**config.mk**
```make
export PLATFORM = sky130hd
export DESIGN_NAME = one_state_controller
export DESIGN_NICKNAME = d
export VERILOG_FILES = /design/src/rtl/one_state_controller.sv
export SDC_FILE = /design/constraint.sdc
export NUM_CORES = 1
export LEC_CHECK = 0
export ABC_AREA = 1
export CAP_MARGIN = 20
export CORE_UTILIZATION = 44
export CTS_BUF_LIST = sky130_fd_sc_hd__clkbuf_8 sky130_fd_sc_hd__clkbuf_16
export DETAILED_ROUTE_END_ITERATION = 6
export PLACE_DENSITY = 0.75
export SLEW_MARGIN = 20
export SYNTH_ARGS = -nofsm -noshare
export SYNTH_HDL_FRONTEND = slang
export SYNTH_SLANG_ARGS = --single-unit
export TNS_END_PERCENT = 20
```
**constraint.sdc**
```tcl
create_clock -name clock -period 1.73 [get_ports clock]
set_input_delay 0.173 -clock clock [delete_from_list [all_inputs] [get_ports clock]]
set_output_delay 0.173 -clock clock [all_outputs]
set_load 0.02 [all_outputs]
```
**src/rtl/one_state_controller.sv**
```systemverilog
// one_state_controller: one-hot multicycle CPU control FSM with Moore outputs decoded from state.
// Define ONESTATE_JUMP_EN to build the JUMP state (opcode 110000); otherwise that opcode is a NOP.
module one_state_controller (
    input  logic       clock,
    input  logic       reset,
    input  logic [5:0] OPcode,
    output logic       PCWriteCond,
    output logic       PCWrite,
    output logic       IorD,
    output logic       MemRead,
    output logic       MemWrite,
    output logic       MemtoReg,
    output logic       IRWrite,
    output logic       BEQ,
    output logic       ALUSrcA,
    output logic       RegWrite,
    output logic       RegDst,
    output logic [1:0] PCSrc,
    output logic [3:0] ALUOP,
    output logic [1:0] ALUSrcB
);
    localparam int FETCH   = 0;
    localparam int DECODE  = 1;
    localparam int EXEC_R  = 2;
    localparam int RWB     = 3;
    localparam int EXEC_I  = 4;
    localparam int IWB     = 5;
    localparam int MEMADDR = 6;
    localparam int MEMRD   = 7;
    localparam int MEMWB   = 8;
    localparam int MEMWR   = 9;
    localparam int BRANCH  = 10;
    localparam int JUMP    = 11;
    localparam logic [5:0] OP_LW   = 6'b111011;
    localparam logic [5:0] OP_SW   = 6'b111100;
    localparam logic [5:0] OP_JUMP = 6'b110000;
`ifdef ONESTATE_JUMP_EN
    localparam bit JumpEn = 1'b1;
`else
    localparam bit JumpEn = 1'b0;
`endif

    logic [11:0] state, nextState, s;
    logic [5:0]  op;
    logic        legal, jmp;

    assign legal = (state != '0) && ((state & (state - 12'd1)) == '0);

    always_ff @(posedge clock) begin
        if (!reset) begin
            state <= 12'd1 << FETCH;
            op    <= '0;
        end else begin
            state <= nextState;
            if (legal && state[DECODE])
                op <= OPcode;
        end
    end

    // DECODE steers on the live opcode; every later state uses the latched op
    always_comb begin
        nextState = '0;
        if (!legal)
            nextState[FETCH] = 1'b1;
        else if (state[FETCH])
            nextState[DECODE] = 1'b1;
        else if (state[DECODE]) begin
            if (OPcode[5:4] == 2'b00)
                nextState[EXEC_R] = 1'b1;
            else if (OPcode[5:4] == 2'b01)
                nextState[EXEC_I] = 1'b1;
            else if (OPcode[5:1] == 5'b10000)
                nextState[BRANCH] = 1'b1;
            else if (OPcode == OP_LW || OPcode == OP_SW)
                nextState[MEMADDR] = 1'b1;
            else if (JumpEn && OPcode == OP_JUMP)
                nextState[JUMP] = 1'b1;
            else
                nextState[FETCH] = 1'b1;
        end
        else if (state[EXEC_R])
            nextState[RWB] = 1'b1;
        else if (state[EXEC_I])
            nextState[IWB] = 1'b1;
        else if (state[MEMADDR])
            nextState[op == OP_LW ? MEMRD : MEMWR] = 1'b1;
        else if (state[MEMRD])
            nextState[MEMWB] = 1'b1;
        else
            nextState[FETCH] = 1'b1;
    end

    // held reset presents FETCH outputs; an illegal vector decodes to all zeros
    always_comb begin
        s           = !reset ? 12'd1 << FETCH : legal ? state : '0;
        jmp         = JumpEn & s[JUMP];
        PCWriteCond = s[BRANCH];
        PCWrite     = s[FETCH] | jmp;
        IorD        = s[MEMRD] | s[MEMWR];
        MemRead     = s[FETCH] | s[MEMRD];
        MemWrite    = s[MEMWR];
        MemtoReg    = s[MEMWB];
        IRWrite     = s[FETCH];
        BEQ         = s[BRANCH] & ~op[0];
        ALUSrcA     = s[EXEC_R] | s[EXEC_I] | s[MEMADDR] | s[BRANCH];
        RegWrite    = s[RWB] | s[IWB] | s[MEMWB];
        RegDst      = s[RWB];
        PCSrc       = s[BRANCH] ? 2'b01 : jmp ? 2'b10 : 2'b00;
        ALUOP       = (s[EXEC_R] | s[EXEC_I]) ? op[3:0] : s[BRANCH] ? 4'b0001 : 4'b0000;
        ALUSrcB     = s[FETCH] ? 2'b01 : s[DECODE] ? 2'b11 :
                      (s[EXEC_I] | s[MEMADDR]) ? 2'b10 : 2'b00;
    end
endmodule

```
==> reports/qor.csv <==
metric;value;unit
outcome;finished with violations;
failed_checks;setup timing;
fin_crit;2060;ps
finalNetCount;246;
rows;18;
avgSynthCellArea;6.22;um2
path_cells;nor2_4, nand2_2, nor2_2, a21oi_1, nor2_4, nand2_4, nor2_8, nand2_4, nor2_2, buf_6;
tightestPinTransition;495;ps
routedWlPerCell;11.4;um
drt_iter0_drc;19;
vias_per_cell;4.85;
yosysSeqAreaShare;29.4;%
synthFlopType;dfxtp_1;
core-area;2480;um2
p_clk_share;13.3;%
worst_hold_path_type;reg -> reg;
clk_latency;250;ps
worst_slack;-330;ps
finalHoldViolations;0;
dieArea;2840;um2
pre_cts_ws;-575;ps
cp_max_fo;6;
drv_cap;0;
antenna_found_initial;0;
crit_buf_inv;1;
combPwrFrac;61.7;%
gp_congestion;0.820;
ctsHoldBuffers;0;
syn_area;1160;um2
p_int;1.19;mW
cts_buffers;3;
ant_nets;0;
cts_tree;built;
endpoint_kind;primary output;
crit_family;simple AND/OR/NAND/NOR gates;
max_freq;485;MHz
antenna_cells;0;
swShare;45.7;%
synth-edff-count;0;
p_leak;0.886;nW
grt_pass1_wl;4910;um
ys_ff_latch;17;
dp_cells;260;
fin_crit_sh;119;%
synth.net_count;194;
fillers;207;
grt_max_degree;15;
hpwlAfterDp;2460;um
hold-worst-slack;514;ps
drv_slew;0;
setup_viol;22;
synth_warnings;0;
clk_pin_slew;70;ps
layoutNonFillerInstCount;267;
cts_htree_levels;1;
rsz0062_at_grt;yes;
cts.sinks;17;
drt_wl_total;3060;um
startpoint_type;flip-flop;
gr-total-overflow;0;
async_flop_share;0;%
syn_inst;186;
max_stage_delay;340;ps
first_pass_iters;4;
switchingPower;1.00;mW
cpMaxStageDelayCell;dfxtp_2;
initial_core_util;46.7;%
worstPathArrival;1890;ps
syn2layout_area_growth;51.4;%
io_pins;27;
vias;1295;
clock-root-buffer;clkbuf_8;
required;1560;ps
clock_skew;3.77;ps
grt_pass1_vias;1173;
grt_use_total;24.3;%
io_buffers;25;
drc;0;
die_x;53.3;um
drive_gt1_share;39.7;%
clockBufferDepth;2;
fp.dieH;53.3;um
seqPwrFrac;25.0;%
vdd_drop_max;1060;uV
p_per_area;1250;nW/um2
ys_types;25;
slew_headroom;66.7;%
setup.worst_path.class;reg -> out;
## sequential cells by signal, indices dropped and copies added, names as in the netlist
| name | count |
|---|---|
| op | 6 |
| state | 11 |
## path summary, 6_finish.rpt
kind / slack [ps] / cells after the start / endpoint / start
worst max-delay path: -330 / 10 / ALUOP[2] / state[0]$_SDFF_PN1_
worst min register to register: 510 / 4 / op[4]$_SDFFE_PN0N_ / op[4]$_SDFFE_PN0N_
worst min-delay path: 510 / 4 / op[4]$_SDFFE_PN0N_ / op[4]$_SDFFE_PN0N_
worst max register to register: -80 / 11 / state[5]$_SDFF_PP0_ / state[0]$_SDFF_PN1_
## layout make-up
type | count | area, um2 | area share, %
Clock buffer | 3 | 41.3 | 2.36
Clock inverter | 1 | 3.75 | 0.214
Inverter | 36 | 138 | 7.86
Multi-Input combinational cell | 127 | 738 | 42.1
Sequential cell | 17 | 344 | 19.6
Tap cell | 30 | 37.5 | 2.14
Timing Repair Buffer | 53 | 449 | 25.6
## stage by stage
stage	utilization (%)	setup TNS, ps	total power, mW	instance area [um2]
finish	70.7	-5510	2.20	1750
global route	70.7	-8110	2.36	1750
CTS	69.4	-5110	2.17	1720
detailed placement	64.8	-9650	1.74	1610
global placement	64.8	-8600	1.71	1610
floorplan	-	-811	1.36	1170
## worst register-to-register path, delay by kind of cell, from the launching register on
family	cells	cell delay, ps
and+or+nand+nor	7	870
AOI/OAI and AO/OA	1	150
buffers and inverters	3	370
DFF	1	340
## cell usage after synthesis, types with 2 or more instances
library cell	count	area (um2)
a21oi_1	2	10.0
buf_4	3	22.5
dfxtp_1	17	340
inv_1	35	131
nand2_1	37	139
nand2_2	5	31.3
nand2_4	2	22.5
nand3_1	13	65.1
nand4_1	7	43.8
nor2_1	29	109
nor2_2	9	56.3
nor2_4	2	22.5
nor2_8	2	40.0
nor3_1	6	30.0
nor4_1	3	18.8
o21ai_1	5	25.0
## routing by layer
metal | wire, um | up-vias | GRT usage [%]
met5 | 0 | - | 0
met4 | 48 | 0 | 10.5
met2 | 1640 | 33 | 45.4
li1 | - | 673 | -
met3 | 135 | 6 | 3.74
met1 | 1230 | 583 | 26.2
## placed cells by master, fill, tap and decap left out, types with 4 or more instances in the layout
cell             count
buf_4               37
buf_6                9
clkdlybuf4s50_1      7
dfxtp_1             14
inv_1               35
nand2_1             31
nand2_2              8
nand2_4              5
nand3_1             12
nand4_1              7
nor2_1              22
nor2_2              12
nor2_4               6
nor3_1               6
o21ai_2              4
## power by group through the flow
stage	Sequential [mW]	Clock (mW)	Combinational, mW
after floorplan	0.532	0	0.832
after global placement	0.546	0	1.16
after detailed placement	0.551	0	1.19
after CTS	0.548	0.305	1.32
after global routing	0.554	0.316	1.49
final	0.549	0.292	1.36
## cells by family after synthesis
group / after synthesis / synth area share, %
buffers and inverters: 42 / 14.7
AOI/OAI and AO/OA: 10 / 4.76
and+or+nand+nor: 116 / 50.8
other: 1 / 0.324
DFF: 17 / 29.4
## what timing repair did
action / 4_1_cts / 5_1_grt
hold endpoints to repair: 0 / 0
resized for setup: 119 / 7
setup endpoints to repair: 24 / 32
pin swaps: 9 / 3
buffers inserted: 3 / 0
No activity file was read; power rests on OpenSTA's default activity.
